$ cat src/rtl/escalonador_asteroides_pkg.sv
// Shared game constants: slot count, datapath timeout and scheduler state encodings.
// No logic; constants only.
// Not applicable: no flow control lives here.
package escalonador_asteroides_pkg;

    localparam int NUM_AST_DEF = 4;
    localparam int TIMEOUT_DEF = 15;

    typedef enum logic [3:0] {
        ST_IDLE     = 4'd0,
        ST_ESPERA   = 4'd1,
        ST_BUSCA    = 4'd2,
        ST_CARREGA  = 4'd3,
        ST_PROCESSA = 4'd4,
        ST_AVALIA   = 4'd5,
        ST_GRAVA    = 4'd6,
        ST_FIM      = 4'd7
    } estado_t;

    function automatic int idx_width(input int n);
        return (n > 1) ? $clog2(n) : 1;
    endfunction

endpackage

$ cat src/rtl/escalonador_asteroides_prox_slot.sv
// Slot search step: tests one slot of the snapshot mask and yields the wrapped next index.
// Latency: purely combinational, one slot examined per evaluation.
// Backpressure: none; the caller advances start/visitados when it accepts a result.
module prox_slot #(
    parameter int NUM_AST = 4,
    parameter int IDX_W   = 2,
    parameter int VIS_W   = 3
) (
    input  logic [NUM_AST-1:0] mask,
    input  logic [IDX_W-1:0]   start,
    input  logic [VIS_W-1:0]   visitados,
    output logic [IDX_W-1:0]   next_idx,
    output logic               found,
    output logic               fim_busca
);

    localparam logic [IDX_W-1:0] IDX_LAST = IDX_W'(NUM_AST - 1);
    localparam logic [VIS_W-1:0] VIS_ALL  = VIS_W'(NUM_AST);
    localparam logic [VIS_W-1:0] VIS_LAST = VIS_W'(NUM_AST - 1);

    logic esgotado;
    logic bit_ativo;

    always_comb begin
        esgotado  = (visitados == VIS_ALL);
        bit_ativo = mask[start];
        found     = !esgotado && bit_ativo;
        // A miss on the final unvisited slot ends the round in the same cycle.
        fim_busca = esgotado || (!bit_ativo && (visitados == VIS_LAST));
        next_idx  = (start == IDX_LAST) ? '0 : start + 1'b1;
    end

endmodule

$ cat src/rtl/escalonador_asteroides.sv
// Round-robin scheduler sharing one movement/collision datapath across asteroid slots.
// Latency: one slot examined per cycle; each served slot costs load, wait, evaluate and optional store.
// Backpressure: waits on dp_done up to TIMEOUT cycles; ticks during a busy round queue once, then flag overrun.
module escalonador_asteroides
    import escalonador_asteroides_pkg::*;
#(
    parameter int NUM_AST = NUM_AST_DEF,
    parameter int TIMEOUT = TIMEOUT_DEF,
    parameter int IDX_W   = idx_width(NUM_AST)
) (
    input  logic               clock,
    input  logic               reset,
    input  logic               iniciar,
    input  logic               tick,
    input  logic [NUM_AST-1:0] ativo,
    input  logic               dp_done,
    input  logic               dp_colisao,
    input  logic               dp_acertou,
    output logic [IDX_W-1:0]   dp_slot,
    output logic               dp_load,
    output logic               dp_start,
    output logic               dp_store,
    output logic [NUM_AST-1:0] clear_slot,
    output logic               perde_vida,
    output logic               rodada_fim,
    output logic               erro_timeout,
    output logic               overrun,
    output logic               ocupado,
    output logic [3:0]         db_estado
);

    localparam int VIS_W = $clog2(NUM_AST + 1);
    localparam int CNT_W = $clog2(TIMEOUT + 1);
    localparam logic [IDX_W-1:0] IDX_LAST = IDX_W'(NUM_AST - 1);
    localparam logic [CNT_W-1:0] CNT_LAST = CNT_W'(TIMEOUT - 1);

    estado_t             estado, prox_estado;
    logic [IDX_W-1:0]    ptr;
    logic [IDX_W-1:0]    idx;
    logic [IDX_W-1:0]    idx_prox;
    logic [VIS_W-1:0]    visitados;
    logic [NUM_AST-1:0]  mask_r;
    logic [CNT_W-1:0]    cnt_espera;
    logic                pending;
    logic                colisao_r;
    logic                acertou_r;
    logic                erro_timeout_r;
    logic                overrun_r;
    logic                slot_found;
    logic                busca_fim;
    logic                inicia_rodada;
    logic                estourou;
    logic                descarta;

    prox_slot #(
        .NUM_AST (NUM_AST),
        .IDX_W   (IDX_W),
        .VIS_W   (VIS_W)
    ) u_prox_slot (
        .mask      (mask_r),
        .start     (idx),
        .visitados (visitados),
        .next_idx  (idx_prox),
        .found     (slot_found),
        .fim_busca (busca_fim)
    );

    always_ff @(posedge clock or negedge reset) begin
        if (!reset) begin
            estado <= ST_IDLE;
        end else begin
            estado <= prox_estado;
        end
    end

    always_comb begin
        prox_estado   = estado;
        inicia_rodada = 1'b0;
        estourou      = 1'b0;
        descarta      = 1'b0;
        dp_load       = 1'b0;
        dp_start      = 1'b0;
        dp_store      = 1'b0;
        clear_slot    = '0;
        perde_vida    = 1'b0;
        rodada_fim    = 1'b0;
        ocupado       = 1'b1;
        db_estado     = estado;
        case (estado)
            ST_IDLE: begin
                ocupado = 1'b0;
                if (iniciar) prox_estado = ST_ESPERA;
            end
            ST_ESPERA: begin
                ocupado = 1'b0;
                if (tick || pending) begin
                    inicia_rodada = 1'b1;
                    prox_estado   = ST_BUSCA;
                end
            end
            ST_BUSCA: begin
                if (slot_found)     prox_estado = ST_CARREGA;
                else if (busca_fim) prox_estado = ST_FIM;
            end
            ST_CARREGA: begin
                dp_load     = 1'b1;
                prox_estado = ST_PROCESSA;
            end
            ST_PROCESSA: begin
                dp_start = 1'b1;
                if (dp_done) begin
                    prox_estado = ST_AVALIA;
                end else if (cnt_espera == CNT_LAST) begin
                    estourou    = 1'b1;
                    prox_estado = ST_BUSCA;
                end
            end
            ST_AVALIA: begin
                // A hit destroys the asteroid before it can reach the ship.
                descarta = acertou_r || colisao_r;
                if (descarta) begin
                    clear_slot[idx] = 1'b1;
                    perde_vida      = colisao_r && !acertou_r;
                    prox_estado     = ST_BUSCA;
                end else begin
                    prox_estado     = ST_GRAVA;
                end
            end
            ST_GRAVA: begin
                dp_store    = 1'b1;
                prox_estado = ST_BUSCA;
            end
            ST_FIM: begin
                rodada_fim  = 1'b1;
                prox_estado = ST_ESPERA;
            end
            default: prox_estado = ST_IDLE;
        endcase
    end

    always_ff @(posedge clock or negedge reset) begin
        if (!reset) begin
            ptr            <= '0;
            idx            <= '0;
            visitados      <= '0;
            mask_r         <= '0;
            cnt_espera     <= '0;
            colisao_r      <= 1'b0;
            acertou_r      <= 1'b0;
            erro_timeout_r <= 1'b0;
        end else begin
            erro_timeout_r <= estourou;
            case (estado)
                ST_ESPERA: begin
                    if (inicia_rodada) begin
                        mask_r    <= ativo;
                        idx       <= ptr;
                        visitados <= '0;
                    end
                end
                ST_BUSCA: begin
                    if (slot_found) begin
                        visitados <= visitados + 1'b1;
                    end else if (!busca_fim) begin
                        visitados <= visitados + 1'b1;
                        idx       <= idx_prox;
                    end
                end
                ST_CARREGA: cnt_espera <= '0;
                ST_PROCESSA: begin
                    if (dp_done) begin
                        colisao_r <= dp_colisao;
                        acertou_r <= dp_acertou;
                    end else if (estourou) begin
                        idx <= idx_prox;
                    end else begin
                        cnt_espera <= cnt_espera + 1'b1;
                    end
                end
                ST_AVALIA: if (descarta) idx <= idx_prox;
                ST_GRAVA:  idx <= idx_prox;
                ST_FIM:    ptr <= (ptr == IDX_LAST) ? '0 : ptr + 1'b1;
                default: ;
            endcase
        end
    end

    // One tick may wait behind a busy round; a second one is lost and latched.
    always_ff @(posedge clock or negedge reset) begin
        if (!reset) begin
            pending   <= 1'b0;
            overrun_r <= 1'b0;
        end else if (inicia_rodada) begin
            pending <= 1'b0;
        end else if (tick && ocupado) begin
            if (pending) overrun_r <= 1'b1;
            else         pending   <= 1'b1;
        end
    end

    assign dp_slot      = idx;
    assign erro_timeout = erro_timeout_r;
    assign overrun      = overrun_r;

endmodule
$ cat config.mk
export PLATFORM = sky130hd
export DESIGN_NAME = escalonador_asteroides
export DESIGN_NICKNAME = d
export VERILOG_FILES = /design/src/rtl/escalonador_asteroides_pkg.sv /design/src/rtl/escalonador_asteroides_prox_slot.sv /design/src/rtl/escalonador_asteroides.sv
export SDC_FILE = /design/constraint.sdc
export NUM_CORES = 1
export LEC_CHECK = 0
export BUFFER_PORTS_ARGS = -buffer_cell sky130_fd_sc_hd__buf_2
export CAP_MARGIN = 5
export CORE_MARGIN = 4
export CORE_UTILIZATION = 58
export CTS_CLUSTER_DIAMETER = 80
export DETAILED_ROUTE_END_ITERATION = 12
export PLACE_DENSITY = 0.84
export RECOVER_POWER = 25
export SLEW_MARGIN = 40
export SYNTH_ARGS = -nofsm -noshare
export SYNTH_HDL_FRONTEND = slang
export SYNTH_SLANG_ARGS = --single-unit
export TNS_END_PERCENT = 10
$ cat constraint.sdc
create_clock -name clock -period 2.5 [get_ports clock]
set_input_delay 0.375 -clock clock [delete_from_list [all_inputs] [get_ports clock]]
set_output_delay 0.375 -clock clock [all_outputs]
set_load 0.02 [all_outputs]
==> results of run 1 <==
-- synthesized netlist by cell type (all sizes together), types with 2 or more instances --
cell,n
o211ai,2
and2,6
dfrtp,23
nor2b,4
nand3,6
mux2i,4
a21oi,4
ha,10
o21a,2
nor3b,3
nor2,7
or3,3
nand2b,3
mux2,7
inv,13
o21ai,11
nand2,14
buf,5
-- area by class of cell --
type | count | area [um2] | share of cell area
inverter | 13 | 48.8 | 0.0314
clock buffer | 4 | 26.3 | 0.0169
timing repair buffer | 27 | 134 | 0.0861
tap | 28 | 35.0 | 0.0225
multi-input combinational | 103 | 736 | 0.473
sequential | 23 | 576 | 0.370
-- registers in the layout (all words and copies together) (netlist names) --
name,cells
ptr,2
dp_slot,2
acertou_r,1
overrun,1
cnt_espera,4
db_estado,3
erro_timeout,1
visitados,3
mask_r,4
pending,1
colisao_r,1
-- worst reg2reg max path, delay by kind of cell, from the launching register on --
kind	cells	cell delay, ns
flip-flops	1	0.47
multiplexers	2	0.82
AO/OA/AOI/OAI	2	0.45
-- how the worst max path moves through the flow --
stage / end / slack [ns] / depth (start not counted)
CTS: clear_slot[3] / 0.30 / 5
global route: clear_slot[0] / 0.13 / 5
finish: clear_slot[3] / 0.30 / 5
detailed placement: clear_slot[3] / 0.66 / 5
global placement: clear_slot[0] / 0.71 / 5
floorplan: dp_slot[0] / 0.70 / 4
-- power by group through the flow --
stage               combinational [mW]  clock [mW]  sequential [mW]
finish                           0.925       0.173            0.711
global route                      1.04       0.199            0.741
CTS                              0.941       0.179            0.710
detailed placement               0.938           0            0.717
global placement                 0.882           0            0.706
floorplan                        0.725           0            0.687
-- through the flow --
| step | worst slack (ns) | hold WS (ns) | total power, mW | instance area, um2 |
|---|---|---|---|---|
| finish | 0.303 | 0.272 | 1.81 | 1560 |
| CTS | 0.299 | 0.0236 | 1.83 | 1560 |
| floorplan | 0.698 | 0.0794 | 1.41 | 1390 |
| global placement | 0.713 | 0.368 | 1.59 | 1530 |
| detailed placement | 0.664 | 0.383 | 1.65 | 1530 |
| global route | 0.129 | 0.263 | 1.98 | 1560 |
-- per-layer routing --
layer  track usage  up-vias  part of all wire
met4        0.0596        0             0.011
met2         0.300       29              0.49
met5             0        -                 0
li1              -      558                 -
met1         0.214      524              0.45
met3        0.0276        2             0.049
-- cells by family (layout without fill, tap and decap cells) --
kind of cell | count (synthesis) | in the layout | synth area share
buf+inv | 18 | 44 | 0.0550
simple gates | 51 | 51 | 0.197
compound gates | 29 | 29 | 0.139
mux | 12 | 12 | 0.102
fa+ha+maj | 10 | 10 | 0.0902
other cells | 1 | 1 | 0.00270
flops | 23 | 23 | 0.415
==> flow_summary.yaml, run 1 <==
run_status:
  status: "finished, final reports clean"
yosys:
  synthArstFlopShare: 1.00
  syn_area_um2: 1390
  syn_nets: 165
  synth_top_area_frac: 0.415
  ys_ff_latch: 23
  synthCells: 144
  ys_types: 36
  synth_edf_count: 0
  syn_avg_cell_area_um2: 9.64
  ys_top_cells_by_area: "dfrtp_1 (41%), ha_1 (9.0%), mux2_2 (5.7%)"
  synthFlopType: "dfrtp_1"
  yosysTopAreaCell: "dfrtp_1"
  ys_warn_count: 0
  ys_seq_area_frac: 0.415
layout:
  num_antenna_cells: 0
  nets: 192
  post-route-util: 0.690
  instances_no_fill: 198
  area_growth_pct: 12.1
  drive_above_1_share: 0.235
  final_common_cell: "buf_2"
  fillers: 191
  mostFrequentLayoutCells: "buf_2 (26), dfrtp_1 (23), nand2_1 (14)"
floorplan:
  num_rows: 17
  die_area_um2: 3240
  ioPinCount: 29
  die_h_um: 56.9
  coreArea_um2: 2250
  start_util: 0.615
  die_w_um: 56.9
route:
  drc: 0
  via_count: 1113
  ant_nets: 0
  drt-total-wl_um: 2680
  first_pass_iters: 4
  first_iter_violations: 17
  detail_route.vias_per_cell: 5.62
  wl_per_cell_um: 13.5
cts:
  clkTransAtPathRegs_ns: 0.12
  post_cts_buffers: 0
  numCtsBuffers: 3
  tritoncts: "built"
  clock-sinks: 23
  cts-hold-fix-buffers: 0
  htreeDepth: 1
  cts_buffer_depth: 2
  root_buffer: "clkbuf_4"
  cts_resized: 0
  worstSkewPairLatency_ns: 0.31
timing:
  final.min_clock_period_ns: 2.20
  skew_ns: 0.00388
  rsz0062_at_grt: "false"
  worst_pin_slew_ns: 1.20
  fin_setup_tns_ns: 0
  slew_headroom: 0.200
  hold_violations: 0
  slew_violations: 0
  max_freq_ghz: 0.455
  fin_crit_sh: 0.879
  setup_viol: 0
grt:
  grt_pass1_vias: 1063
  antenna_found_initial: 0
  grt_max_degree: 24
  grt_pass1_wl_um: 4440
  grtUsageTotal: 0.172
  grt_overflow: 0
critical_path:
  crit_path_start_kind: "flip-flop"
  cpPeakStageDelay_ns: 0.59
  crit_required_ns: 2.12
  critPathCaptureType: "output pin"
  worst-endpoint-arrival_ns: 1.82
  path_cells: "nor2b_1 > nand2_1 > nor2_1 > and2_1 > buf_2"
  crit_buf_inv: 1
  timing.rr.end: "dp_slot[1]"
  worstReg2RegStart: "dp_slot[0]"
  r2r.worst_path.cells: 4
  worstSetupPathType: "reg -> out"
  critPathTopFamily: "simple AND/OR/NAND/NOR gates"
  crit_fanout: 15
  slowest_stage: "dfrtp_1"
  r2r_slack_ns: 0.70
  cp-startpoint: "db_estado[2]"
placed_design:
  dp.cells: 194
  hpwl_um: 2130
  io_buffers: 27
  place.gp.congestion: 0.805
pwr:
  p_switching_uw: 815
  power_frac_seq: 0.393
  powerDensity_nw_per_um2: 1160
  total_leakage_power_nw: 0.768
  internal_power_uw: 995
  p_sw_frac: 0.450
  power_frac_clock: 0.096
  power_frac_comb: 0.511
  peakVddDrop_mv: 0.755
run:
  maxCapViolations: 0
min_path:
  hold_path_class: "in -> async"
Note: power is estimated with default switching activity, not from simulation.
==> run 2, diff against run 1 <==
Settings changed: PLACE_DENSITY 0.84 to 0.95.
==> run 2 against run 1 <==
Sequential power up 3%. Sequential cell count unchanged. Die area is the same. Core utilization unchanged. First-iteration DRC count increased by 120%. Critical endpoint is now clear_slot[1]. Highest routed layer unchanged.
==> flow_summary.yaml, run 2 (synthesis results as in run 1) <==
run_status:
  status: "finished, final reports clean"
critical_path:
  r2r.worst_path.cells: 4
  worst-endpoint-arrival_ns: 1.85
  critPathCaptureType: "output pin"
  worst_setup_path_endpoint: "clear_slot[1]"
  path_cells: "nor2b_1 > nand2_1 > nor2_1 > and2_1 > buf_2"
  crit_path_start_kind: "flip-flop"
  r2r_slack_ns: 0.63
  timing.rr.end: "cnt_espera[3]"
  worstReg2RegStart: "db_estado[0]"
  worstSetupPathType: "reg -> out"
  cpPeakStageDelay_ns: 0.61
  cp-startpoint: "db_estado[2]"
  crit_required_ns: 2.12
  slowest_stage: "dfrtp_1"
  crit_fanout: 15
layout:
  drive_above_1_share: 0.235
  finish.instance_area_um2: 1560
  num_antenna_cells: 0
  reg_top3: "cnt_espera: 4 flops, mask_r: 4 flops"
  nets: 192
  area_growth_pct: 12.1
  mostFrequentLayoutCells: "buf_2 (26), dfrtp_1 (23), nand2_1 (14)"
  final_common_cell: "buf_2"
route:
  wl_per_cell_um: 15.8
  drc: 0
  ant_nets: 0
  drt-total-wl_um: 3130
  first_iter_violations: 37
  first_pass_iters: 4
  detail_route.vias_per_cell: 5.98
  via_count: 1184
grt:
  grt_overflow: 0
  grtUsageTotal: 0.213
  grt_pass1_wl_um: 5460
  grt_max_degree: 24
  grt_pass1_vias: 1250
  antenna_found_initial: 0
pwr:
  peakVddDrop_mv: 0.765
  total_leakage_power_nw: 0.768
  powerDensity_nw_per_um2: 1200
timing:
  rsz0062_at_grt: "false"
  slew_headroom: 0.184
  fin_crit_sh: 0.892
  setup_viol: 0
  skew_ns: 0.0111
  fin_setup_tns_ns: 0
  worst_hold_slack_ns: 0.265
  final.min_clock_period_ns: 2.23
  hold_violations: 0
  slew_violations: 0
  max_freq_ghz: 0.448
  worst_pin_slew_ns: 1.22
floorplan:
  num_rows: 17
  die_area_um2: 3240
  coreArea_um2: 2250
  die_h_um: 56.9
  ioPinCount: 29
  die_w_um: 56.9
  start_util: 0.615
cts:
  cts-hold-fix-buffers: 0
  cts_resized: 0
  htreeDepth: 1
  post_cts_buffers: 0
  numCtsBuffers: 3
  tritoncts: "built"
  clock-sinks: 23
  worstSkewPairLatency_ns: 0.33
  root_buffer: "clkbuf_4"
  clkTransAtPathRegs_ns: 0.13
  cts_buffer_depth: 2
placed_design:
  dpl-instance-area_um2: 1530
  io_buffers: 27
  place.gp.congestion: 0.872
  hpwl_um: 2420
run:
  maxCapViolations: 0
min_path:
  hold_path_class: "in -> async"
run 2: worst min-delay path by stage:
stage                        start           end  slack (ns)  depth (start not counted)
final                        reset  visitados[2]        0.26                          1
after global routing      ativo[1]     mask_r[1]        0.28                          2
after CTS                    reset       pending        0.02                          1
after detailed placement     reset  db_estado[0]        0.38                          1
after global placement       reset  erro_timeout        0.37                          1
after floorplan              reset     acertou_r        0.08                          0
run 2: final cells by class:
class / instances / area (um2)
multi-input cells: 103 / 736
well taps: 28 / 35.0
repair buffers: 27 / 134
flip-flops and latches: 23 / 576
inverters: 13 / 48.8
clock buffers: 4 / 26.3
fillers: 189 / 699
run 2: power by group:
part | switching [mW] | internal, mW | total [mW]
registers | 0.210 | 0.521 | 0.730
clock network | 0.118 | 0.0626 | 0.180
logic | 0.542 | 0.410 | 0.952
run 2: critical path: cells and delay by family, from the launching register on:
family / cells / cell delay, ns
simple gates: 4 / 0.76
flops: 1 / 0.61
buf+inv: 1 / 0.16
run 2: stage by stage:
stage / cells / total power, mW / utilization / setup slack [ns]
floorplan: 144 / 1.41 / - / 0.698
global placement: 194 / 1.58 / 0.679 / 0.716
detailed placement: 194 / 1.68 / 0.679 / 0.652
CTS: 198 / 1.86 / 0.690 / 0.270
global route: 198 / 2.01 / 0.690 / 0.145
finish: 198 / 1.86 / 0.690 / 0.270
run 2: layer usage:
metal  global-route usage  part of all wire  vias up
met3               0.0345             0.064        9
met2                0.364              0.51       51
met1                0.259              0.40      575
met5                    0                 0        -
met4                0.103             0.025        0
li1                     -                 -      549
